### src/rtl/regbank_pkg.sv
// Shared constants and read-FSM encoding for the operand-read register bank.
package regbank_pkg;

  localparam int DATA_W   = 32;
  localparam int ADDR_W   = 4;
  localparam int NUM_REGS = 2 ** ADDR_W;

  typedef enum logic {
    IDLE = 1'b0,
    READ = 1'b1
  } rd_state_t;

endpackage

### src/rtl/regbank_toggle_sync.sv
// Two-flop synchroniser for a request toggle plus the last-accepted phase;
// a request stays pending until the consumer accepts it.
module toggle_sync (
  input  logic clk,
  input  logic reset,
  input  logic toggleIn,
  input  logic accept,
  output logic pending
);

  logic s1_r;
  logic s2_r;
  logic acc_r;

  // Synchroniser chain and accepted-phase register
  always_ff @(posedge clk) begin
    if (reset) begin
      s1_r  <= 1'b0;
      s2_r  <= 1'b0;
      acc_r <= 1'b0;
    end else begin
      s1_r <= toggleIn;
      s2_r <= s1_r;
      if (accept) begin
        acc_r <= s2_r;
      end
    end
  end

  assign pending = (s2_r != acc_r);

endmodule

### src/rtl/regbank_responder.sv
// 16 x 32-bit register bank answering toggle-handshake reads (two-state FSM)
// and toggle-handshake writes, with write-through forwarding into a read.
module regbank_responder
  import regbank_pkg::*;
(
  input  logic              clk,
  input  logic              reset,
  input  logic              triggerIn,
  input  logic [DATA_W-1:0] addrIn,
  output logic [DATA_W-1:0] dataOut,
  output logic              readyOut,
  output logic              triggerOut,
  input  logic              wTriggerIn,
  input  logic [ADDR_W-1:0] wAddrIn,
  input  logic [DATA_W-1:0] wDataIn,
  output logic              wTriggerOut
);

  rd_state_t         state_r;
  rd_state_t         state_next_s;
  logic              rd_pending_s;
  logic              wr_pending_s;
  logic              rd_accept_s;
  logic [ADDR_W-1:0] addr_r;
  logic [DATA_W-1:0] regs_r [NUM_REGS];
  logic [DATA_W-1:0] rd_data_s;
  logic              unused_addr_hi_s;

  assign unused_addr_hi_s = ^addrIn[DATA_W-1:ADDR_W];

  toggle_sync u_rd_sync (
    .clk      (clk),
    .reset    (reset),
    .toggleIn (triggerIn),
    .accept   (rd_accept_s),
    .pending  (rd_pending_s)
  );

  toggle_sync u_wr_sync (
    .clk      (clk),
    .reset    (reset),
    .toggleIn (wTriggerIn),
    .accept   (wr_pending_s),
    .pending  (wr_pending_s)
  );

  // Read FSM next state; a request is only accepted from IDLE
  always_comb begin
    state_next_s = state_r;
    rd_accept_s  = 1'b0;
    case (state_r)
      IDLE: begin
        if (rd_pending_s) begin
          rd_accept_s  = 1'b1;
          state_next_s = READ;
        end else begin
          state_next_s = IDLE;
        end
      end
      READ:    state_next_s = IDLE;
      default: state_next_s = IDLE;
    endcase
  end

  // Read data source: a write committing on the same edge wins
  always_comb begin
    rd_data_s = regs_r[addr_r];
    if (wr_pending_s && (wAddrIn == addr_r)) begin
      rd_data_s = wDataIn;
    end else begin
      rd_data_s = regs_r[addr_r];
    end
  end

  // FSM state register
  always_ff @(posedge clk) begin
    if (reset) begin
      state_r <= IDLE;
    end else begin
      state_r <= state_next_s;
    end
  end

  // Register array and write acknowledge
  always_ff @(posedge clk) begin
    if (reset) begin
      for (int i = 0; i < NUM_REGS; i++) begin
        regs_r[i] <= '0;
      end
      wTriggerOut <= 1'b0;
    end else if (wr_pending_s) begin
      regs_r[wAddrIn] <= wDataIn;
      wTriggerOut     <= ~wTriggerOut;
    end
  end

  // Read address capture, read data and read acknowledge
  always_ff @(posedge clk) begin
    if (reset) begin
      addr_r     <= '0;
      dataOut    <= '0;
      readyOut   <= 1'b0;
      triggerOut <= 1'b0;
    end else if (rd_accept_s) begin
      addr_r   <= addrIn[ADDR_W-1:0];
      readyOut <= 1'b0;
    end else if (state_r == READ) begin
      dataOut    <= rd_data_s;
      readyOut   <= 1'b1;
      triggerOut <= ~triggerOut;
    end
  end

endmodule

### config.mk
export PLATFORM = sky130hd
export DESIGN_NAME = regbank_responder
export DESIGN_NICKNAME = d
export VERILOG_FILES = /design/src/rtl/regbank_pkg.sv /design/src/rtl/regbank_toggle_sync.sv /design/src/rtl/regbank_responder.sv
export SDC_FILE = /design/constraint.sdc
export NUM_CORES = 1
export LEC_CHECK = 0
export ABC_CLOCK_PERIOD_IN_PS = 5000
export CAP_MARGIN = 20
export CORE_AREA = 2 2 207 209
export CTS_CLUSTER_DIAMETER = 50
export DETAILED_ROUTE_END_ITERATION = 16
export DIE_AREA = 0 0 209 211
export GPL_ROUTABILITY_DRIVEN = 1
export PLACE_DENSITY = 0.82
export SLEW_MARGIN = 20
export SYNTH_ARGS = -nofsm -noshare
export SYNTH_HDL_FRONTEND = slang
export SYNTH_SLANG_ARGS = --single-unit
export TNS_END_PERCENT = 30
### constraint.sdc
create_clock -name clk -period 5 [get_ports clk]
set_input_delay 1 -clock clk [delete_from_list [all_inputs] [get_ports clk]]
set_output_delay 1 -clock clk [all_outputs]
set_load 0.005 [all_outputs]
==> results.md <==
- Vias in the first global route: 15700
- Hold depth: 1
- Initial Util: 60.4%
- Vias: 15300
- TNS Setup: 0 ps
- Clock skew: 13.1 ps
- Placed cell areas: 26600 µm²
- CP Data Required Time: 5250 ps
- RSZ-0062 raised after global routing: false
- Least-Margin Pin Slew: 1120 ps
- Final setup violation count: 0
- Critical setup path kind: input port to register
- Crit. End Element: register
- Post-CTS Setup Inserts: 0
- CP top delay family: buffers and inverters
- R2r startpoint: u_wr_sync.s2_r
- Most common cell after layout, fill and taps aside: and2_1
- Area of the multi-input gates: 8380 µm²
- Hold_sp: u_rd_sync.s1_r
- Worst Hold Class: register to register
- Reg2reg end: regs_r[15][31]
- CP Launch Type: input port
- Lkg Pwr: 9.76 nW
- Largest net degree at the start of global routing: 70
- Initial antenna violation count: 3
- Core Area: 41800 µm²
- Max Fclk: 283 MHz
- Pre-CTS WS: 827 ps
- Post-route cell area: 28300 µm²
- Most used DFF post-synth: edfxtp_1
- Clock Latency Late Sink: 590 ps
- CTS Buffer Depth: 3
- Worst hold endpoint: u_rd_sync.s2_r
- DP HPWL: 35300 µm
- R2R Setup Slk: 2080 ps
- Setup WS post-layout: 1470 ps
- Rows: 75
- Vias per std cell: 6.51
- DRT iter0 DRCs: 2182
- Worst EP arrival: 3780 ps
- Area added between synthesis and finish: 12.4%
- WL final: 65900 µm
- CTS H-tree depth: 2
- DRT antenna net count: 0
- Syn Nets: 1815
- Post_cts resized: 0
- Fin. max-slew vios: 0
- Distinct cells, synth: 32
- Ports: 107
- Mean post-synth cell area: 14.5 µm²
- Hold Violations, Final: 0
- Gr usage total: 30.4%
- Wire per inst: 28.0 µm
- DRC viols: 0
- Post-synth EDFFs: 512
- Max_slew headroom: 25.4%
- Die footprint: 44100 µm²
- Max-cap viol count: 0
- Worst path max stage delay: 760 ps
- Filler cell count: 2617
- GRT overflow: 0
- Num CTS Buffers: 54
- Syn Inst Count: 1743
- First-pass GRT wire length: 97900 µm
- Crit-path cells: buf_2 -> inv_1 -> nand4_1 -> o21ai_4 -> buf_4
- Register area: 16300 µm²
- Crit path depth: 5
- CP max stage cell: o21ai_4
- Sink Count: 558
- Post-synthesis sequential area ratio: 64.6%
- Synthesized area: 25200 µm²
- CTS root buffer: clkbuf_16
- Hold Worst Slack: 452 ps
- Peak VDD IR: 0.000262 V
- Port-buffer cells: 78
- Pwr Density: 352 nW/µm²
- Status: finished, final reports clean
- CTS tree: yes
- R2R depth: 4
- Crit path max fanout: 19
- Layout net count: 1839
- Commonest cells after routing, fill and taps aside: 513 x and2_1, 512 x edfxtp_1, 96 x mux4_2
- Synth warn: 0
- Die extent in y: 211 µm
- CTS Hold Bufs: 0
- Buf/Inv on CP: 3
- Synthesis-stage register bit count: 558
- Detailed-router iteration count before antenna repair: 5
- Post-layout min period: 3530 ps
- Final Wtd Congestion: 0.790
- Post-synth ARST share: 0%
- Clock transition at path regs: 60 ps
- Layout cells sized above 1: 16.1%
- Die Wd: 209 µm
- Final Cycle Share: 70.6%
[layer usage]
layer	track usage, %	wire (µm)
met1	39.1	23500
met2	51.0	32600
met3	6.48	7140
met4	12.3	2610
met5	0	13
[logic make-up after synthesis]
logic type             count (synthesis)  share of synthesized area (%)
AO/OA/AOI/OAI                        129                           3.68
XOR/XNOR                               8                          0.308
buffers and inverters                162                           2.78
flip-flops                           558                           64.6
multiplexers                         193                           12.5
AND/OR/NAND/NOR                      693                           16.1
[how the worst max path moves through the flow]
stage               start             end  slack (ps)
floorplan           reset    regs_r[6][0]         680
global placement    reset   regs_r[8][20]         930
detailed placement  reset   regs_r[8][20]         830
CTS                 reset   regs_r[8][21]        1450
global route        reset  regs_r[13][26]        1310
finish              reset  regs_r[15][31]        1470
[registers in the layout, summed over array words and instances, names as in the netlist]
| register | flops |
|---|---|
| u_rd_sync.acc_r | 1 |
| u_rd_sync.s2_r | 1 |
| dataOut | 32 |
| readyOut | 1 |
| wTriggerOut | 1 |
| triggerOut | 1 |
| state_r | 1 |
| u_wr_sync.s2_r | 1 |
| u_wr_sync.acc_r | 1 |
| u_rd_sync.s1_r | 1 |
| u_wr_sync.s1_r | 1 |
| addr_r | 4 |
| regs_r | 512 |
[worst reg2reg max path: cells and delay by family (launching register included)]
family	cells	cell delay (ps)
AOI/OAI and AO/OA	1	760
and+or+nand+nor	1	580
xor gates and xnor gates	1	390
buffers and inverters	1	460
DFF	1	370
[layout make-up]
| class | count | share of cell area [%] |
|---|---|---|
| flip-flops and latches | 558 | 57.6 |
| multi-input cells | 1023 | 29.6 |
| clock buffers | 81 | 5.53 |
| repair buffers | 126 | 4.41 |
| well taps | 539 | 2.38 |
| clock inverters | 20 | 0.446 |
| inverters | 4 | 0.0530 |
| diodes | 2 | 0.0177 |
[synthesized netlist by cell type, types with 19 or more instances]
cell	n	area [µm²]
or2_2	25	156
mux2i_1	83	831
nor2_1	78	293
dfxtp_1	46	921
edfxtp_1	512	15400
and2_1	513	3210
o21ai_0	25	125
buf_2	24	120
mux4_2	96	2160
nand2_1	38	143
nand3_1	19	95.1
o41ai_1	32	280
clkbuf_1	116	435
a31oi_1	32	200
[where the power goes]
| group | internal (W) | switching, W | leakage [nW] |
|---|---|---|---|
| Sequential | 0.00527 | 0.0000849 | 5.56 |
| Clock | 0.00221 | 0.00169 | 0.820 |
| Combinational | 0.000288 | 0.000430 | 3.38 |
[through the flow]
step                      utilization, %  power (W)  cells
after floorplan                        -    0.00585   1743
after detailed placement            63.8    0.00615   2250
after global routing                67.8     0.0102   2352
after CTS                           67.8    0.00998   2351
final                               67.8    0.00997   2353
after global placement              63.8    0.00612   2250
(Power assumes the default switching activity.)
